==> src/rtl/reaction_pkg.sv <==
// Shared types and constants for the two-player reaction match referee.
package reaction_pkg;

  typedef enum logic [2:0] {
    ARM,
    WAIT,
    GO,
    RESULT,
    MATCH_OVER
  } match_state_t;

  localparam logic [15:0] LFSR_SEED = 16'hACE1;
  // Galois feedback mask for x^16 + x^14 + x^13 + x^11 + 1 (right-shifting form)
  localparam logic [15:0] LFSR_TAPS = 16'hB400;
  localparam int          SCORE_W   = 4;

  function automatic logic [SCORE_W-1:0] sat_inc(input logic [SCORE_W-1:0] s,
                                                 input logic [SCORE_W-1:0] limit);
    return (s >= limit) ? s : s + SCORE_W'(1);
  endfunction

endpackage

==> src/rtl/reaction_match_ctrl_lfsr16.sv <==
// 16-bit Galois LFSR used to randomise the pre-start delay.
module lfsr16
  import reaction_pkg::*;
(
  input  logic        clk,
  input  logic        reset,
  input  logic        en_i,
  output logic [15:0] lfsr_o
);

  logic [15:0] lfsr_q;
  logic [15:0] lfsr_d;

  // Non-zero seed plus a maximal-length polynomial keeps the state away from zero
  always_comb begin
    lfsr_d = {1'b0, lfsr_q[15:1]};
    if (lfsr_q[0]) begin
      lfsr_d = lfsr_d ^ LFSR_TAPS;
    end
  end

  always_ff @(posedge clk) begin
    if (reset) begin
      lfsr_q <= LFSR_SEED;
    end else if (en_i) begin
      lfsr_q <= lfsr_d;
    end
  end

  assign lfsr_o = lfsr_q;

endmodule

==> src/rtl/reaction_match_ctrl.sv <==
// Reaction-game match referee: random pre-start delay, false-start detection,
// round winner/tie/timeout decisions and per-player scoring up to a target score.
module reaction_match_ctrl
  import reaction_pkg::*;
#(
  parameter int CLOCK_FREQ    = 1,
  parameter int MIN_DELAY     = 2 * CLOCK_FREQ,
  parameter int RAND_BITS     = 3,
  parameter int REACT_TIMEOUT = 5 * CLOCK_FREQ,
  parameter int RESULT_HOLD   = 3 * CLOCK_FREQ,
  parameter int WIN_SCORE     = 5
) (
  input  logic               clk,
  input  logic               reset,
  input  logic               btn1,
  input  logic               btn2,
  input  logic               new_match,
  output logic               start_led,
  output logic               win1_led,
  output logic               win2_led,
  output logic               foul1_led,
  output logic               foul2_led,
  output logic [SCORE_W-1:0] score1,
  output logic [SCORE_W-1:0] score2,
  output logic               match_over
);

  localparam int DLY_W = $clog2(MIN_DELAY + (1 << RAND_BITS)) + 1;
  localparam int RSP_W = $clog2(REACT_TIMEOUT) + 1;
  localparam int HLD_W = $clog2(RESULT_HOLD) + 1;
  localparam logic [SCORE_W-1:0] WIN = SCORE_W'(WIN_SCORE);

  match_state_t       state_q;
  logic [DLY_W-1:0]   delay_cnt_q;
  logic [RSP_W-1:0]   resp_cnt_q;
  logic [HLD_W-1:0]   hold_cnt_q;
  logic               btn1_prev_q, btn2_prev_q;
  logic               start_q, win1_q, win2_q, foul1_q, foul2_q, over_q;
  logic [SCORE_W-1:0] score1_q, score2_q;

  logic [15:0] lfsr_val;
  logic        lfsr_unused;
  logic        press1, press2;

  lfsr16 u_lfsr (
    .clk    (clk),
    .reset  (reset),
    .en_i   (1'b1),
    .lfsr_o (lfsr_val)
  );

  // Only the low RAND_BITS of the LFSR feed the delay
  assign lfsr_unused = ^lfsr_val;

  // Rising edges only: a level held across rounds or through reset never scores
  assign press1 = btn1 & ~btn1_prev_q;
  assign press2 = btn2 & ~btn2_prev_q;

  always_ff @(posedge clk) begin
    if (reset) begin
      state_q     <= ARM;
      delay_cnt_q <= '0;
      resp_cnt_q  <= '0;
      hold_cnt_q  <= '0;
      btn1_prev_q <= 1'b1;
      btn2_prev_q <= 1'b1;
      start_q     <= 1'b0;
      win1_q      <= 1'b0;
      win2_q      <= 1'b0;
      foul1_q     <= 1'b0;
      foul2_q     <= 1'b0;
      over_q      <= 1'b0;
      score1_q    <= '0;
      score2_q    <= '0;
    end else begin
      btn1_prev_q <= btn1;
      btn2_prev_q <= btn2;
      case (state_q)
        ARM: begin
          delay_cnt_q <= DLY_W'(MIN_DELAY) + DLY_W'(lfsr_val[RAND_BITS-1:0]);
          start_q     <= 1'b0;
          win1_q      <= 1'b0;
          win2_q      <= 1'b0;
          foul1_q     <= 1'b0;
          foul2_q     <= 1'b0;
          state_q     <= WAIT;
        end

        WAIT: begin
          // Presses are checked before the count so a press on the last WAIT cycle is a foul
          if (press1 && press2) begin
            foul1_q    <= 1'b1;
            foul2_q    <= 1'b1;
            hold_cnt_q <= HLD_W'(RESULT_HOLD);
            state_q    <= RESULT;
          end else if (press1) begin
            foul1_q    <= 1'b1;
            score2_q   <= sat_inc(score2_q, WIN);
            hold_cnt_q <= HLD_W'(RESULT_HOLD);
            state_q    <= RESULT;
          end else if (press2) begin
            foul2_q    <= 1'b1;
            score1_q   <= sat_inc(score1_q, WIN);
            hold_cnt_q <= HLD_W'(RESULT_HOLD);
            state_q    <= RESULT;
          end else if (delay_cnt_q == DLY_W'(1)) begin
            start_q    <= 1'b1;
            resp_cnt_q <= '0;
            state_q    <= GO;
          end else begin
            delay_cnt_q <= delay_cnt_q - DLY_W'(1);
          end
        end

        GO: begin
          if (press1 || press2) begin
            start_q    <= 1'b0;
            win1_q     <= press1;
            win2_q     <= press2;
            if (press1 && !press2) begin
              score1_q <= sat_inc(score1_q, WIN);
            end else if (press2 && !press1) begin
              score2_q <= sat_inc(score2_q, WIN);
            end
            hold_cnt_q <= HLD_W'(RESULT_HOLD);
            state_q    <= RESULT;
          end else if (resp_cnt_q == RSP_W'(REACT_TIMEOUT - 1)) begin
            start_q    <= 1'b0;
            hold_cnt_q <= HLD_W'(RESULT_HOLD);
            state_q    <= RESULT;
          end else begin
            resp_cnt_q <= resp_cnt_q + RSP_W'(1);
          end
        end

        RESULT: begin
          if (hold_cnt_q == HLD_W'(1)) begin
            foul1_q <= 1'b0;
            foul2_q <= 1'b0;
            if (score1_q == WIN || score2_q == WIN) begin
              win1_q  <= (score1_q == WIN);
              win2_q  <= (score2_q == WIN);
              over_q  <= 1'b1;
              state_q <= MATCH_OVER;
            end else begin
              win1_q  <= 1'b0;
              win2_q  <= 1'b0;
              state_q <= ARM;
            end
          end else begin
            hold_cnt_q <= hold_cnt_q - HLD_W'(1);
          end
        end

        MATCH_OVER: begin
          if (new_match) begin
            score1_q <= '0;
            score2_q <= '0;
            win1_q   <= 1'b0;
            win2_q   <= 1'b0;
            over_q   <= 1'b0;
            state_q  <= ARM;
          end
        end

        default: state_q <= ARM;
      endcase
    end
  end

  assign start_led  = start_q;
  assign win1_led   = win1_q;
  assign win2_led   = win2_q;
  assign foul1_led  = foul1_q;
  assign foul2_led  = foul2_q;
  assign score1     = score1_q;
  assign score2     = score2_q;
  assign match_over = over_q;

endmodule

==> config.mk <==
export PLATFORM = sky130hd
export DESIGN_NAME = reaction_match_ctrl
export DESIGN_NICKNAME = d
export VERILOG_FILES = /design/src/rtl/reaction_pkg.sv /design/src/rtl/reaction_match_ctrl_lfsr16.sv /design/src/rtl/reaction_match_ctrl.sv
export SDC_FILE = /design/constraint.sdc
export NUM_CORES = 1
export LEC_CHECK = 0
export CORE_MARGIN = 4
export CORE_UTILIZATION = 40
export DETAILED_ROUTE_END_ITERATION = 10
export GPL_TIMING_DRIVEN = 0
export SYNTH_ARGS = -nofsm -noshare
export SYNTH_HDL_FRONTEND = slang
export SYNTH_SLANG_ARGS = --single-unit
==> constraint.sdc <==
create_clock -name clk -period 3.5 [get_ports clk]
set_clock_uncertainty 0.05 [all_clocks]
set_input_delay 0.35 -clock clk [delete_from_list [all_inputs] [get_ports clk]]
set_output_delay 0.35 -clock clk [all_outputs]
set_load 0.005 [all_outputs]
**After elaboration in Yosys (flattened, before gate mapping)**

Index checks and enable logic that the tools add are counted.

- Register bits: 47
- Bits of input ports: 5
- Output and inout bits: 14
- Logic and storage cells: 157

- Add/sub/neg operators: 6
- $lt $le $gt $ge: 2
- Equal/unequal tests: 32
- Multiplexer cells: 70
- Bitwise gates (word level): 5
- Reduce and logical (&&, ||, !) cells: 27

Operators with widths:

| kind | number |
|---|---|
| 4-bit 2-to-1 mux | 19 |
| 3-bit 2-to-1 mux | 13 |
| 2-bit inequality test (second input constant) | 17 |
| 4-bit case mux with 3 select lines | 2 |
| 1-bit 2-to-1 mux | 21 |
| 7-bit AND reduction | 3 |
| 5-bit 2-to-1 mux | 4 |
| 4-bit AND reduction | 5 |
| 16-bit 2-to-1 mux | 1 |
| 3-bit case mux with 5 select lines | 1 |
| 4-bit by 1-bit adder with 4-bit output (second input constant) | 3 |
| 4-bit by 3-bit == test with 1-bit output (second input constant) | 3 |
| 3-bit inequality test (second input constant) | 4 |
| 3-bit nonzero test | 4 |
| 5-bit case mux with 2 select lines | 1 |
| 1-bit case mux with 3 select lines | 3 |
| 3-bit case mux with 3 select lines | 1 |
| 4-bit by 3-bit greater-or-equal comparator with 1-bit output (second input constant) | 2 |
| 1-bit case mux with 4 select lines | 2 |
| 4-bit case mux with 2 select lines | 1 |
| 3-bit by 1-bit == test with 1-bit output (second input constant) | 2 |
| 3-bit by 2-bit == test with 1-bit output (second input constant) | 2 |
| 6-bit AND reduction | 1 |
| 2-bit nonzero test | 3 |
| 18 further kinds | 24 |

**Logic depth before layout (Yosys ltp)**

- Depth after elaboration: 8
- Depth in mapped cells: 7
- Depth with buffers taken out: 7

**Cells and area by module**

Synthesis repeated with hierarchy kept, for this count alone.

- Cells, all modules: 300
- Area, all modules: 2708.8 sq um

By module, submodules not included:

| module | instances | cells each | area each (sq um) | seq. area each (sq um) |
|---|---|---|---|---|
| reaction_match_ctrl | 1 | 231 | 1980.6 | 620.6 |
| lfsr16 | 1 | 69 | 728.2 | 320.3 |

**Least setup slack after synthesis**

Ideal clock, no wire load.

- Kind: register -> register
- From: reg delay_cnt_q[1]
- To: reg delay_cnt_q[4]
- Library setup time: 0.130 ns
- Arrival: 1.636 ns
- Data required time: 3.320 ns
- Path slack: 1.684 ns
- Cell stages (with the launch flop): 8
- Path buffers: 0
- Period minus slack after synthesis: 1.816 ns
- Path through: dfxtp_1 inv_1 ha_1 nor4b_1 or3_4 a2111o_1 xor2_1 nor3_2

- Word-level cells in the longest chain between the ends: 6
- Elaborated cells between the ends (all ways): 9
- Those cells by class: 1 x add/sub; 2 x eq/ne; 5 x mux; 1 x reduce/logical

RTL lines:

| what | line | source |
|---|---|---|
| from (decl) | reaction_match_ctrl.sv:34 | `logic [DLY_W-1:0] delay_cnt_q;` |
| from (signal assigned) | reaction_match_ctrl.sv:80 | `delay_cnt_q <= DLY_W'(MIN_DELAY) + DLY_W'(lfsr_val[RAND_BITS-1:0]);` |
| from (signal assigned) | reaction_match_ctrl.sv:111 | `delay_cnt_q <= delay_cnt_q - DLY_W'(1);` |
| 5-bit by 1-bit subtractor with 5-bit output | reaction_match_ctrl.sv:111 |  |
| 5-bit 2-to-1 mux | reaction_match_ctrl.sv:106 | `end else if (delay_cnt_q == DLY_W'(1)) begin` |
| 5-bit 2-to-1 mux | reaction_match_ctrl.sv:101 | `end else if (press2) begin` |
| 5-bit 2-to-1 mux | reaction_match_ctrl.sv:96 | `end else if (press1) begin` |
| 5-bit 2-to-1 mux | reaction_match_ctrl.sv:91 | `if (press1 && press2) begin` |
| 5-bit case mux with 2 select lines | reaction_match_ctrl.sv:78 | `case (state_q)` |

Parallel ways exist; a longest one is shown, timed or not. The select of a mux whose other input is x is not followed.
A chain may end at the register's enable or synchronous reset.

**Worst setup path in the final report**

- From: in btn2
- To: reg win2_q, in the netlist win2_led

- Word-level cells in the longest chain between the ends: 4
- Elaborated cells between the ends (all ways): 6
- Those cells by class: 1 x eq/ne; 2 x mux; 1 x bitwise; 2 x reduce/logical

RTL lines:

| what | line | source |
|---|---|---|
| from (decl) | reaction_match_ctrl.sv:16 | `input logic btn2,` |
| 1-bit bitwise AND (*) | reaction_match_ctrl.sv:57 | `assign press2 = btn2 & ~btn2_prev_q;` |
| 1-bit logical OR | reaction_match_ctrl.sv:116 | `if (press1 \|\| press2) begin` |
| 2-bit inequality test (no source line) | n/a |  |
| 4-bit AND reduction (no source line) | n/a |  |
| to (signal assigned) | reaction_match_ctrl.sv:119 | `win2_q <= press2;` |
| to (signal assigned) | reaction_match_ctrl.sv:142 | `win2_q <= (score2_q == WIN);` |
| to (decl) | reaction_match_ctrl.sv:38 | `logic start_q, win1_q, win2_q, foul1_q, foul2_q, over_q;` |

Every way passes the cells marked *; elsewhere a longest branch is shown, timed or not. The select of a mux whose other input is x is not followed.

==> metrics.log <==
[metrics] flip-flop and latch count after synthesis: 47
[metrics] maximum operating frequency: 465.6 MHz
[metrics] most used flip-flop cell after synthesis: dfxtp_1
[metrics] startpoint of the worst hold path: u_lfsr.lfsr_o[7]$_SDFF_PP1_
[metrics] top cell type by total area after synthesis: dfxtp_1
[metrics] number of instances on the worst hold path: 1
[metrics] total power density per cell area: 589.7 nW/µm²
[metrics] post-synth cell types: 55
[metrics] post-route design area: 2731 µm²
[metrics] RePlAce Congestion: 0.8330
[metrics] first-pass GRT wire length: 9211 µm
[metrics] path depth of the worst reg2reg path: 6
[metrics] Overflow after GRT: 0
[metrics] crit path buf inv count: 2
[metrics] average cell area after synthesis: 8.717 µm²
[metrics] count of unresolved DRC violations after routing: 0
[metrics] number of I/O pins: 19
[metrics] met1 usage: 21.28%
[metrics] run status: complete, no violations
[metrics] horizontal extent of the die: 84.85 µm
[metrics] biggest cell delay along the critical path: 0.57 ns
[metrics] cell with the most instances after synthesis: dfxtp_1
[metrics] starting DRC count in detailed routing: 112
[metrics] required time of the critical path: 3.65 ns
[metrics] Die Footprint: 7200 µm²
[metrics] Max VDD drop: 0.0002341 V
[metrics] post-DR vias/cell: 5.309
[metrics] relative max-transition margin: 43.36%
[metrics] Setup-failing EPs final: 0
[metrics] number of clock sinks seen by CTS: 47
[metrics] register-to-register setup slack: 1.43 ns
[metrics] Setup CP Type: in -> reg
[metrics] Starting Density: 42.12%
[metrics] number of buffers inserted during clock tree synthesis: 5
[metrics] sort of element at the end of the critical path: flip-flop
[metrics] Global Route Usage Sum: 15.82%
[metrics] Total Negative Setup Slacks: 0 ns
[metrics] Max Fanout on Critical Path: 10
[metrics] hold worst-path end: u_lfsr.lfsr_o[6]$_SDFF_PP1_
[metrics] count of vias placed by the detailed router: 1959
[metrics] vias in the first global route: 1897
[metrics] startpoint type of the worst setup path: input port
[metrics] cell family with the largest share of critical-path delay: compound AO/OA/AOI/OAI gates
[metrics] Layout Area Growth over Synthesis: 15.62%
[metrics] Placement Rows: 27
[metrics] Slew @ Worst Pin: 0.8478 ns
[metrics] cells along the critical path: clkdlybuf4s50_1 -> nor2b_4 -> buf_6 -> o31ai_1 -> a2111oi_2 -> o221ai_1 -> o211a_1
[metrics] input/output buffers: 18
[metrics] insertion delay to the later sink of the worst-skew pair: 0.30 ns
[metrics] core area: 5608 µm²
[metrics] synth warn: 0
[metrics] syn_nets: 289
[metrics] Layout Nets: 314
[metrics] portion of the post-synthesis area used by sequential elements: 39.83%
[metrics] share of the clock period used by the worst path after layout: 61.36%
[metrics] met2 layer usage reported by global route: 25.20%
[metrics] buffers inserted during post-CTS setup optimization: 0
[metrics] die height: 84.85 µm
[metrics] endpoint of the lowest-slack register-to-register path: score2[2]$_SDFFE_PP0P_
[metrics] half-perimeter wire length after detailed placement: 3876 µm
[metrics] met3 usage in global routing: 3.592%
[metrics] diodes inserted: 0
[metrics] final slew viol count: 0
[metrics] Post-Syn Instances: 271
[metrics] grt peak-use layer: met2
[metrics] Hold Crit Class: reg -> reg
[metrics] fraction of final layout cells sized beyond drive strength 1: 10.77%
[metrics] Routed wire per std cell: 14.83 µm
[metrics] total of hold buffers inserted after clock tree synthesis: 0
[metrics] clock-pin slew on the worst setup and hold paths: 0.09 ns
[metrics] H-Tree Depth: 2
[metrics] initial antenna violation count: 0
[metrics] library cell used as clock root buffer: clkbuf_8
[metrics] clock tree from TritonCTS: done
[metrics] placed instance area: 2633 µm²
[metrics] setup repair after global routing missed its margin: false
[metrics] number of nets still failing antenna checks after routing: 0
[metrics] number of enable-type register cells in the synthesized netlist: 0
[metrics] Final Hold Vio Count: 0
[metrics] dominant cells by area after synthesis: dfxtp_1 40%, ha_1 6.9%, nor2_1 4.4%
[metrics] total standard cell area after synthesis: 2362 µm²
[metrics] buffer levels on the longest clock path: 2
[metrics] Critical Path Slowest Stage Cell: a2111oi_2
[metrics] Synth top area share: 39.83%
[metrics] source of the worst register-to-register timing path: state_q[0]$_SDFFE_PP0P_
[metrics] data arrival time of the worst path: 2.30 ns
[metrics] top cell types by occurrence after synthesis: 47 x dfxtp_1, 28 x nor2_1, 20 x nand2_1, 18 x a21oi_1, 15 x inv_1
[metrics] maximum number of pins on one net before global-route repair: 16
[metrics] max-cap check violation count: 0
[metrics] post-layout minimum cycle time: 2.148 ns
[metrics] ys async rst share: 0%
[metrics] final wirelength: 5472 µm
[metrics] Static Leakage: 1.069 nW
[metrics] number of gates given a new drive strength after cts: 0
[metrics] First-pass DRT Iterations: 4
## cell usage in the layout, fill, tap and decap left out, types with 5 or more instances in the layout
cell,netlist,routed
dfxtp_1,47,47
nor2_1,28,28
nand2_1,20,20
a21oi_1,18,18
clkdlybuf4s50_1,0,18
inv_1,15,15
ha_1,13,13
nor2b_1,11,11
o21ai_0,10,10
nand3_1,9,9
or2_2,8,8
nor3_1,8,8
clkbuf_1,7,7
nand2b_1,7,7
a211oi_1,6,6
clkbuf_8,0,6
buf_2,5,5
## routing by layer
metal / up-vias / part of all wire, %
met5: - / 0
met4: 0 / 1.2
met3: 6 / 4.6
met2: 42 / 46
met1: 916 / 49
li1: 995 / -
## registers in the layout, summed over array words and instances (netlist names), 3 cells and up
| signal | count |
|---|---|
| state_q | 3 |
| hold_cnt_q | 3 |
| u_lfsr.lfsr_o | 16 |
| resp_cnt_q | 4 |
| delay_cnt_q | 5 |
| score1 | 4 |
| score2 | 4 |
## per-stage QoR
| stage | power, mW | utilization (%) | std cells | worst slack (ns) | hold WS [ns] |
|---|---|---|---|---|---|
| final | 1.611 | 48.71 | 369 | 1.352 | 0.3676 |
| after global routing | 1.733 | 48.71 | 369 | 1.239 | 0.3815 |
| after CTS | 1.626 | 48.71 | 369 | 1.353 | 0.3726 |
| after detailed placement | 1.266 | 46.94 | 361 | 1.035 | 0.3479 |
| after global placement | 1.263 | 46.94 | 361 | 1.012 | 0.3414 |
| after floorplan | 1.108 | - | 271 | 1.684 | 0.3395 |
## cell families (layout without fill, tap and decap cells)
logic type | Yosys count | in the layout | share of synthesized area [%]
AOI/OAI and AO/OA | 62 | 62 | 18.43
and+or+nand+nor | 113 | 113 | 26.75
DFF | 47 | 47 | 39.83
buffers and inverters | 29 | 55 | 5.350
xor gates and xnor gates | 4 | 4 | 1.483
adders and majority gates | 13 | 13 | 6.886
muxes | 3 | 3 | 1.271
## worst max path at each step
stage                                           start                          end  slack (ns)  cells after the start
after floorplan           delay_cnt_q[1]$_SDFFE_PP0P_  delay_cnt_q[4]$_SDFFE_PP0P_        1.68                      7
after global routing                             btn2        win2_led$_SDFFE_PP0P_        1.24                      7
after global placement                           btn2        win2_led$_SDFFE_PP0P_        1.01                      7
after CTS                                        btn2        win2_led$_SDFFE_PP0P_        1.35                      7
after detailed placement                         btn2        win2_led$_SDFFE_PP0P_        1.03                      7
final                                            btn2        win2_led$_SDFFE_PP0P_        1.35                      7
## where the power goes
part,internal (mW),switching [mW]
Clock,0.162,0.193
Combinational,0.251,0.338
Sequential,0.611,0.0573
## worst reg2reg max path, cell delays in order, from the launching register on
cell	delay, ns
dfxtp_1	0.35
buf_2	0.19
nor3b_1	0.71
nand3_1	0.18
o31ai_2	0.13
nor4bb_1	0.27
o31a_1	0.16
## area by class of cell
cell class              count  area, µm²
flip-flops and latches     47      940.9
multi-input cells         195       1295
plain buffers              14      70.07
well taps                  72      90.09
clock inverters             2      16.27
inverters                  15      56.30
clock buffers               6      82.58
repair buffers             18      180.2
fillers                   577       2877
Note: power is estimated with default switching activity, not from simulation.
